`config.mk`:
```
export PLATFORM = sky130hd
export DESIGN_NAME = bus_sync_tx_ctrl
export DESIGN_NICKNAME = d
export VERILOG_FILES = /design/src/rtl/bus_sync_pkg.sv /design/src/rtl/bit_sync.sv /design/src/rtl/bus_sync_tx_ctrl.sv
export SDC_FILE = /design/constraint.sdc
export NUM_CORES = 1
export LEC_CHECK = 0
export ABC_AREA = 1
export BUFFER_PORTS_ARGS = -buffer_cell sky130_fd_sc_hd__buf_4
export CELL_PAD_IN_SITES_DETAIL_PLACEMENT = 0
export CELL_PAD_IN_SITES_GLOBAL_PLACEMENT = 1
export CORE_MARGIN = 8
export CORE_UTILIZATION = 39
export CTS_CLUSTER_DIAMETER = 40
export CTS_CLUSTER_SIZE = 12
export DETAILED_ROUTE_END_ITERATION = 10
export PLACE_DENSITY_LB_ADDON = 0.1
export SLEW_MARGIN = 25
export SYNTH_ARGS = -nofsm -noshare
export SYNTH_HDL_FRONTEND = slang
export SYNTH_SLANG_ARGS = --single-unit
```
`constraint.sdc`:
```
create_clock -name CLK -period 1.52 [get_ports CLK]
set_input_delay 0.304 -clock CLK [delete_from_list [all_inputs] [get_ports CLK]]
set_output_delay 0.304 -clock CLK [all_outputs]
set_load 0.01 [all_outputs]
```
`src/rtl/bus_sync_pkg.sv`:
```
// rtl/bus_sync_pkg.sv - shared state encoding and helpers for the bus sync sender
package bus_sync_pkg;

    typedef enum logic [1:0] {
        ST_IDLE = 2'd0,
        ST_REQ  = 2'd1,
        ST_REL  = 2'd2
    } state_t;

    // Counter width able to hold timeout-1; never narrower than one bit.
    function automatic int cnt_width(input int timeout);
        return (timeout > 1) ? $clog2(timeout) : 1;
    endfunction

endpackage

```
`src/rtl/bit_sync.sv`:
```
// rtl/bit_sync.sv - multi-flop single-bit level synchronizer
module bit_sync #(
    parameter int NUM_STAGES = 2
) (
    input  logic CLK,
    input  logic Reset,
    input  logic in,
    output logic out
);

    logic [NUM_STAGES-1:0] stages;

    // Shift the asynchronous level through the flop chain; stage 0 takes the raw input.
    always_ff @(posedge CLK or posedge Reset) begin
        if (Reset) begin
            stages <= '0;
        end else begin
            stages[0] <= in;
            for (int i = 1; i < NUM_STAGES; i++) begin
                stages[i] <= stages[i-1];
            end
        end
    end

    assign out = stages[NUM_STAGES-1];

endmodule

```
`src/rtl/bus_sync_tx_ctrl.sv`:
```
// rtl/bus_sync_tx_ctrl.sv - four-phase req/ack sender for a held bus word
module bus_sync_tx_ctrl
    import bus_sync_pkg::*;
#(
    parameter int WIDTH      = 8,
    parameter int NUM_STAGES = 2,
    parameter int TIMEOUT    = 255
) (
    input  logic             CLK,
    input  logic             Reset,
    input  logic [WIDTH-1:0] in_data,
    input  logic             in_valid,
    output logic             in_ready,
    output logic [WIDTH-1:0] Async_bus,
    output logic             bus_EN,
    input  logic             ack_async,
    output logic             busy,
    output logic             done,
    output logic             err_timeout
);

    localparam int             CW       = cnt_width(TIMEOUT);
    localparam logic [CW-1:0]  CNT_LAST = CW'(TIMEOUT - 1);

    state_t          state;
    logic [CW-1:0]   wait_cnt;
    logic            acked;
    logic            ack_sync;

    bit_sync #(
        .NUM_STAGES(NUM_STAGES)
    ) u_ack_sync (
        .CLK  (CLK),
        .Reset(Reset),
        .in   (ack_async),
        .out  (ack_sync)
    );

    assign in_ready = (state == ST_IDLE);
    assign busy     = (state != ST_IDLE);

    // Handshake sequencer: capture in IDLE, request until ack or timeout, then wait for ack release.
    // acked remembers whether the transfer completed cleanly so done is only raised for real handshakes.
    always_ff @(posedge CLK or posedge Reset) begin
        if (Reset) begin
            state       <= ST_IDLE;
            Async_bus   <= '0;
            bus_EN      <= 1'b0;
            done        <= 1'b0;
            err_timeout <= 1'b0;
            wait_cnt    <= '0;
            acked       <= 1'b0;
        end else begin
            done        <= 1'b0;
            err_timeout <= 1'b0;
            case (state)
                ST_IDLE: begin
                    wait_cnt <= '0;
                    if (in_valid) begin
                        Async_bus <= in_data;
                        bus_EN    <= 1'b1;
                        acked     <= 1'b0;
                        state     <= ST_REQ;
                    end
                end
                ST_REQ: begin
                    if (ack_sync) begin
                        bus_EN   <= 1'b0;
                        acked    <= 1'b1;
                        wait_cnt <= '0;
                        state    <= ST_REL;
                    end else if (wait_cnt == CNT_LAST) begin
                        bus_EN      <= 1'b0;
                        acked       <= 1'b0;
                        err_timeout <= 1'b1;
                        wait_cnt    <= '0;
                        state       <= ST_REL;
                    end else begin
                        wait_cnt <= wait_cnt + 1'b1;
                    end
                end
                ST_REL: begin
                    if (!ack_sync) begin
                        done     <= acked;
                        acked    <= 1'b0;
                        wait_cnt <= '0;
                        state    <= ST_IDLE;
                    end else if (wait_cnt == CNT_LAST) begin
                        // A stuck acknowledge spoils the transfer; keep waiting but never report done.
                        err_timeout <= 1'b1;
                        acked       <= 1'b0;
                        wait_cnt    <= '0;
                    end else begin
                        wait_cnt <= wait_cnt + 1'b1;
                    end
                end
                default: begin
                    bus_EN   <= 1'b0;
                    wait_cnt <= '0;
                    state    <= ST_IDLE;
                end
            endcase
        end
    end

endmodule

```
# Yosys cells after proc, flatten, opt, wreduce, memory -nomap -nowiden
# Index checks and enable logic that the tools add are counted.
# word_totals
reg_bits,24
inputBits,12
output_inout_bits,13
elab_cells,47
# op_classes
n_reduce_logical,7
add_sub_neg,1
eq_ne,6
mux,24
bitwise,1
# ops
op,count
8-bit 2-to-1 mux,3
8-bit case mux with 2 select lines,1
1-bit 2-to-1 mux,12
8-bit by 1-bit adder with 8-bit output (second input constant),1
8-bit == test (second input constant),1
2-bit 2-to-1 mux,4
1-bit case mux with 3 select lines,2
2-bit case mux with 3 select lines,1
3-bit AND reduction,2
2-bit inequality test (second input constant),2
2-bit AND reduction,2
3-bit by 2-bit inequality test with 1-bit output (second input constant),1
3-bit nonzero test,1
2-bit by 1-bit == test with 1-bit output (second input constant),1
2-bit == test (second input constant),1
2-bit logical NOT,1
1-bit case mux with 2 select lines,1
2-bit nonzero test,1
1-bit NOT,1

# Longest topological paths before layout
# Gate-level depths: netlist (run 1).
# depth
word_depth,4
depth_mapped,9

# By module
# Synthesis (run 1) repeated with hierarchy kept, for this count alone.
# hier_totals
hier_cells,135
hier_area_um2,1173.6
# modules_own_cells
mod,cells_each,seq_area_each_um2,n_inst,area_each_um2
bus_sync_tx_ctrl,132,550.5,1,1119.8
bit_sync,3,50.0,1,53.8

# Worst setup path after synthesis (run 1)
# Ideal clock, no wire load.
# synth_path
path_kind,register -> register
start,register state[0]
end,register state[0]
stages_incl_launch_ff,7
required_ps,1403
arrival_ps,1203
setup_slack_ps,200
cell_sequence,dfrtp_1 inv_1 ha_1 nand2_2 clkinv_1 nand3_1 nand2_1
# synth_via
elab_chain_len,3
# synth_lines
element,line,source
start: declaration,bus_sync_tx_ctrl.sv:25,state_t state;
start signal: assignment,bus_sync_tx_ctrl.sv:46,state <= ST_IDLE;
start signal: assignment,bus_sync_tx_ctrl.sv:63,state <= ST_REQ;
start signal: assignment,bus_sync_tx_ctrl.sv:71,state <= ST_REL;
2-bit logical NOT *,--,
named net in_ready,bus_sync_tx_ctrl.sv:13,"output logic in_ready,"
2-bit inequality test (no line),--,
3-bit AND reduction (no line),--,
# Mark *: on every way through the listed nets, which the timed path passes. The rest lies on a longest branch.
# A chain may end at the register's enable or synchronous reset.

# Final worst setup path (run 1)
# layout_path
start,register state[1]
end,output busy
# layout_via
elab_chain_len,1
# layout_lines
element,line,source
2-bit nonzero test,bus_sync_tx_ctrl.sv:40,assign busy = (state != ST_IDLE);
end: declaration,bus_sync_tx_ctrl.sv:17,"output logic busy,"
# No other way between the ends.

==> results of run 1 <==
flip-flops by register name, indices dropped and copies added, names as in the netlist:
register / cells
Async_bus: 8
state: 2
acked: 1
u_ack_sync.stages: 2
done: 1
bus_EN: 1
err_timeout: 1
wait_cnt: 8
cells in the mapped netlist, drive strengths merged:
cell,count,area (um2)
ha,6,75.07
nand3,5,30.03
nand4,4,25.02
xnor2,1,8.760
nand3b,1,7.510
a31o,1,8.760
xor2,2,17.52
clkinv,1,3.750
nor3,2,10.01
inv,13,48.79
dfrtp,24,600.6
a21oi,1,8.760
nor2,15,81.33
nand2,52,225.2
a31oi,1,6.260
worst min path at each step:
stage / slack, ps / end / cells after the start
finish: 30 / done / 3
global route: 50 / wait_cnt[1] / 3
CTS: 30 / wait_cnt[6] / 3
detailed placement: 350 / u_ack_sync.stages[1] / 0
global placement: 330 / u_ack_sync.stages[1] / 0
floorplan: 320 / Async_bus[0] / 1
cell families after synthesis:
logic type | share of synthesized area (%)
compound gates | 2.055
xor+xnor | 2.271
fa+ha+maj | 6.486
buf+inv | 4.540
flops | 51.89
simple gates | 32.76
per-layer routing:
metal,wire length (um),part of all wire (%),vias to the layer above
met5,0,0,-
met4,21,0.90,0
met3,104,4.5,2
met2,1124,48,13
met1,1080,46,420
li1,-,-,467
timing repair:
| item | 4_1_cts | 5_1_grt |
|---|---|---|
| buffers inserted | 2 | 0 |
| pin swaps | 0 | 0 |
| hold endpoints to repair | 0 | 0 |
| resized for setup | 2 | 2 |
| endpoints found under the setup margin | 2 | 9 |
cells in the final DEF (no fill, tap or decap):
| master | n |
|---|---|
| ha_4 | 1 |
| nand3_2 | 1 |
| nor3_1 | 2 |
| nand3b_1 | 1 |
| nand2_1 | 46 |
| nand4_1 | 4 |
| a31oi_1 | 1 |
| nand2_4 | 3 |
| clkbuf_8 | 1 |
| clkbuf_4 | 3 |
| xor2_1 | 2 |
| buf_4 | 28 |
| a31o_2 | 1 |
| inv_2 | 2 |
| nor2_4 | 3 |
| a21oi_2 | 1 |
| inv_1 | 11 |
| nand2_2 | 3 |
| xnor2_1 | 1 |
| dfrtp_1 | 24 |
| clkinv_1 | 1 |
| nor2_2 | 2 |
| ha_1 | 5 |
| nor2_1 | 10 |
| nand3_1 | 4 |
cell type report:
type	instances	area [um2]	area share, %
Multi-Input combinational cell	91	519.2	35.62
Inverter	14	52.55	3.605
Sequential cell	24	600.6	41.20
Tap cell	31	38.79	2.661
Timing Repair Buffer	28	210.2	14.42
Clock buffer	4	36.28	2.489
through the flow:
step           hold slack, ps  TNS, ps
2_1_floorplan           318.6        0
3_3_place_gp            333.8        0
3_5_place_dp            349.5        0
4_1_cts                 26.81        0
5_1_grt                 50.02   -9.927
6_report                25.61        0
worst max-delay path: stages, from the launching register on:
cell and delay, ps:
dfrtp_1 410, inv_1 110, ha_4 170, inv_1 40
buf_4 130
power groups by stage:
stage                     sequential (W)  combinational [W]  clock, W
after floorplan                 0.000945           0.000478         0
after global placement          0.000904           0.000897         0
after detailed placement        0.000914           0.000899         0
after CTS                       0.000889           0.000983  0.000350
after global routing            0.000909            0.00109  0.000368
final                           0.000889           0.000972  0.000332
==> metrics.txt, run 1 <==
worst setup margin about 40 ps; H-Tree Depth 1; Max-Cap Viols 0; Core Box Area between 2000 and 3000 um2; # port buffers 24; Mapped Area 1157 um2; routed length per placed instance roughly 12 um; routed wire length approximately 2300 um; met1 usage 11.30%; highest clock rate between 600 and 700 MHz; Die Area 4967 um2; TritonCTS buffer count 3; Net Sw Power about 0.00082 W; 1st-pass router iterations 4; fin crit period 1480 ps; post-synthesis sequential area ratio between 50% and 60%; Fill cells just under 300; largest net degree at the start of global routing 25; Setup crit end kind primary output; Horiz. Die Dim ~70 um; # setup viols final 0; FF+latch count, synth 24; worst reg-to-reg path cell count 8; # rows 19; Worst Path Arrival ~1200 ps; Die Y 70.48 um; Syn. warnings 0; final core utilization 52.41%; Leak between 0.7 and 0.8 nW; crit-path max FO 5; Pins Over Slew Limit 0; RSZ-0062 raised after global routing yes; Power Density between 1500 and 2000 nW/um2; FF-to-FF End wait_cnt[4]; Post-DP Area 1391 um2; VDD IR max between 1 and 1.5 mV; Slew @ Worst Pin 314.2 ps; Syn Nets around 150; first-pass GRT wire length about 4100 um; Worst Path Required 1220 ps; status complete, no violations; IO Count 25; Worst slew margin between 70 and 80%; initial antenna violation count 0; cells after synthesis 129; crit path kind reg -> out; Power Total 0.002193 W; CTS tree done; gr usage total roughly a tenth; met3 usage approximately 2.8%; DR vias/cell about 4.7; worst min path class in -> async; initial drt markers 25; via count about 900; vias in the first global route 938; R2R setup slack 80 ps; CTS Root Cell clkbuf_4; Setup crit end busy; fin cells 192; final hold vios 0; Diodes inserted 0; Sw Ratio 37.24%; nets 180; Setup WS pre-CTS between 60 and 70 ps; Starting Density a little over two fifths; power share of the clock group about 15%; CP Launch Type flip-flop; Congestion Overflow GR 0; Clock Sinks 24; DRT antenna net count 0; gr busiest metal met2; layout cells sized above 1 a little over 30%; Clk Latency, worst-skew pair 310 ps; GRT met2 Usage roughly 17%; Max clock buf depth 2; Netlist cell types 21; worst clock skew about 9 ps; dpl cells 186; period utilisation layout a little over nine tenths; Avg Cell Area, Syn between 8 and 9 um2; hpwl dp around 1800 um; Worst-path clk slew ~130 ps; Crit. Startpoint state[1]; P_int ~0.0014 W; Area Overhead vs Synth 25.95%; worst reg2reg path startpoint state[1]; Logic pwr share ~44%; Finished Cell Area 1458 um2; # DRC 0; cts hold-fix bufs 0; Placer Congestion 0.7798; Reg power frac between 40 and 50%
Note: power is estimated with default switching activity, not from simulation.
==> run 2: changes to the inputs <==
Settings changed: PLACE_DENSITY from default to 0.82, PLACE_DENSITY_LB_ADDON 0.1 to default, TNS_END_PERCENT from default to 1.
==> run 2 against run 1 <==
  * Critical path depth unchanged
  * Combinational power up 2%
  * Clock skew down 4.7 ps
  * Sequential share of layout area down 0.45 points
  * Power up 6.7%
  * Core utilization up 0.58 points
  * Global-route usage up 0.087 points
  * Largest power group unchanged
==> metrics.txt, run 2 (same netlist as run 1, synthesis figures left out) <==
status complete, no violations; CTS Root Cell clkbuf_4; Worst Path Required 1220 ps; initial drt markers 48; CTS tree done; Core Box Area roughly 2800 um2; Clock Sinks 24; VDD IR max 1.225 mV; # rows 19; CP cell instances inv_2 > ha_4 > inv_2 > buf_4; Top Registers Async_bus: 8 flops, wait_cnt: 8 flops; Logic pwr share between 40% and 50%; H-Tree Depth 1; routed wire length about 2300 um; RSZ-0062 raised after global routing no; worst min path class in -> async; Slowest-stage cell, CP dfrtp_1; layout cells sized above 1 between 30% and 40%; P_int approximately 0.0015 W; Reg power frac 38.2%; Post-Route Setup TNS 0 ps; Slew @ Worst Pin roughly 300 ps; Power Density about 1600 nW/um2; # DRC 0; fin crit period between 1000 and 1500 ps; highest clock rate between 600 and 700 MHz; IO Count 25; crit-path max FO 5; Critical Path Most Common Cell inv_2; TritonCTS buffer count 3; largest net degree at the start of global routing 25; hpwl dp around 1700 um; Fill cells 265; Net Sw Power approximately 0.00084 W; commonest non-fill, non-tap cells in the layout nand2_1 (46), buf_4 (28), dfrtp_1 (24); DRT antenna net count 0; final hold vios 0; routed length per placed instance around 12 um; worst clock skew 4.485 ps; first-pass GRT wire length about 4200 um; # setup viols final 0; DR vias/cell 4.745; Worst Path Arrival between 1000 and 1500 ps; R2R setup slack ~100 ps; Die Area roughly 5000 um2; Diodes inserted 0; CP Launch Type flip-flop; Max-Cap Viols 0; # port buffers 24; Max clock buf depth 2; cts hold-fix bufs 0; crit path kind reg -> out; nets 180; vias in the first global route a little under 1000; Pins Over Slew Limit 0; Worst slew margin about four fifths; 1st-pass router iterations 2; largest stage delay on the critical path approximately 430 ps; via count between 900 and 1000; Starting Density about two fifths; Leak a little under 0.8 nW; Horiz. Die Dim roughly 70 um; leading cell type in the layout, fill and taps excluded nand2_1; Power Total about 0.0023 W; Setup crit end kind primary output; initial antenna violation count 0; Die Y a little over 70 um; WHS 8.051 ps; worst setup margin 53.60 ps; Clk Latency, worst-skew pair about 310 ps; Area Overhead vs Synth 27.35%; Sw Ratio a little over a third; Worst-path clk slew 140 ps; Congestion Overflow GR 0; Setup WS pre-CTS between 90 and 100 ps; gr usage total about a tenth; power share of the clock group between 15 and 20%; period utilisation layout between 90 and 100%; Placer Congestion ~0.8
-- run 2: layout make-up --
| class | count | area, um2 | area share, % |
|---|---|---|---|
| flip-flops and latches | 24 | 600.6 | 40.75 |
| multi-input cells | 91 | 519.2 | 35.23 |
| repair buffers | 28 | 210.2 | 14.26 |
| inverters | 14 | 52.55 | 3.565 |
| well taps | 31 | 38.79 | 2.632 |
| clock inverters | 1 | 30.03 | 2.037 |
| clock buffers | 3 | 22.52 | 1.528 |
-- run 2: path summary, 6_finish.rpt --
check / from / endpoint / cells past startpoint
setup / recovery: state[0] / busy / 4
hold / removal: Reset / Async_bus[7] / 3
setup reg to reg: state[0] / wait_cnt[0] / 8
hold reg to reg: u_ack_sync.stages[0] / u_ack_sync.stages[1] / 0
max in group asynchronous: Reset / state[1] / 3
min in group CLK: ack_async / u_ack_sync.stages[0] / 1
-- run 2: worst max-delay path, delay by kind of cell (launching register included) --
family | cells | cell delay (ps)
buffers and inverters | 3 | 250
DFF | 1 | 430
adders and majority gates | 1 | 170
-- run 2: metrics by stage --
step                      area [um2]  cells  utilization (%)
after global placement          1391    186            50.02
after detailed placement        1391    186            50.02
final                           1474    192            52.99
after floorplan                 1157    129                -
after global routing            1474    192            52.99
after CTS                       1471    192            52.90
-- run 2: power groups by stage --
| stage | clock (W) | combinational [W] | sequential, W |
|---|---|---|---|
| floorplan | 0 | 0.000478 | 0.000945 |
| global placement | 0 | 0.000895 | 0.000900 |
| detailed placement | 0 | 0.000909 | 0.000907 |
| CTS | 0.000472 | 0.000991 | 0.000888 |
| global route | 0.000494 | 0.00111 | 0.000912 |
| finish | 0.000461 | 0.000987 | 0.000893 |
-- run 2: per-layer routing --
metal	wire length, um	GRT usage [%]	vias up
li1	-	-	467
met1	1137	12.38	419
met2	1027	15.79	21
met3	126	3.107	4
met4	27	4.018	0
met5	0	0	-
-- run 2: what timing repair did --
action,in CTS,in global routing
endpoints found under the setup margin,2,10
pin swaps,0,1
buffers inserted,2,0
resized for setup,2,4
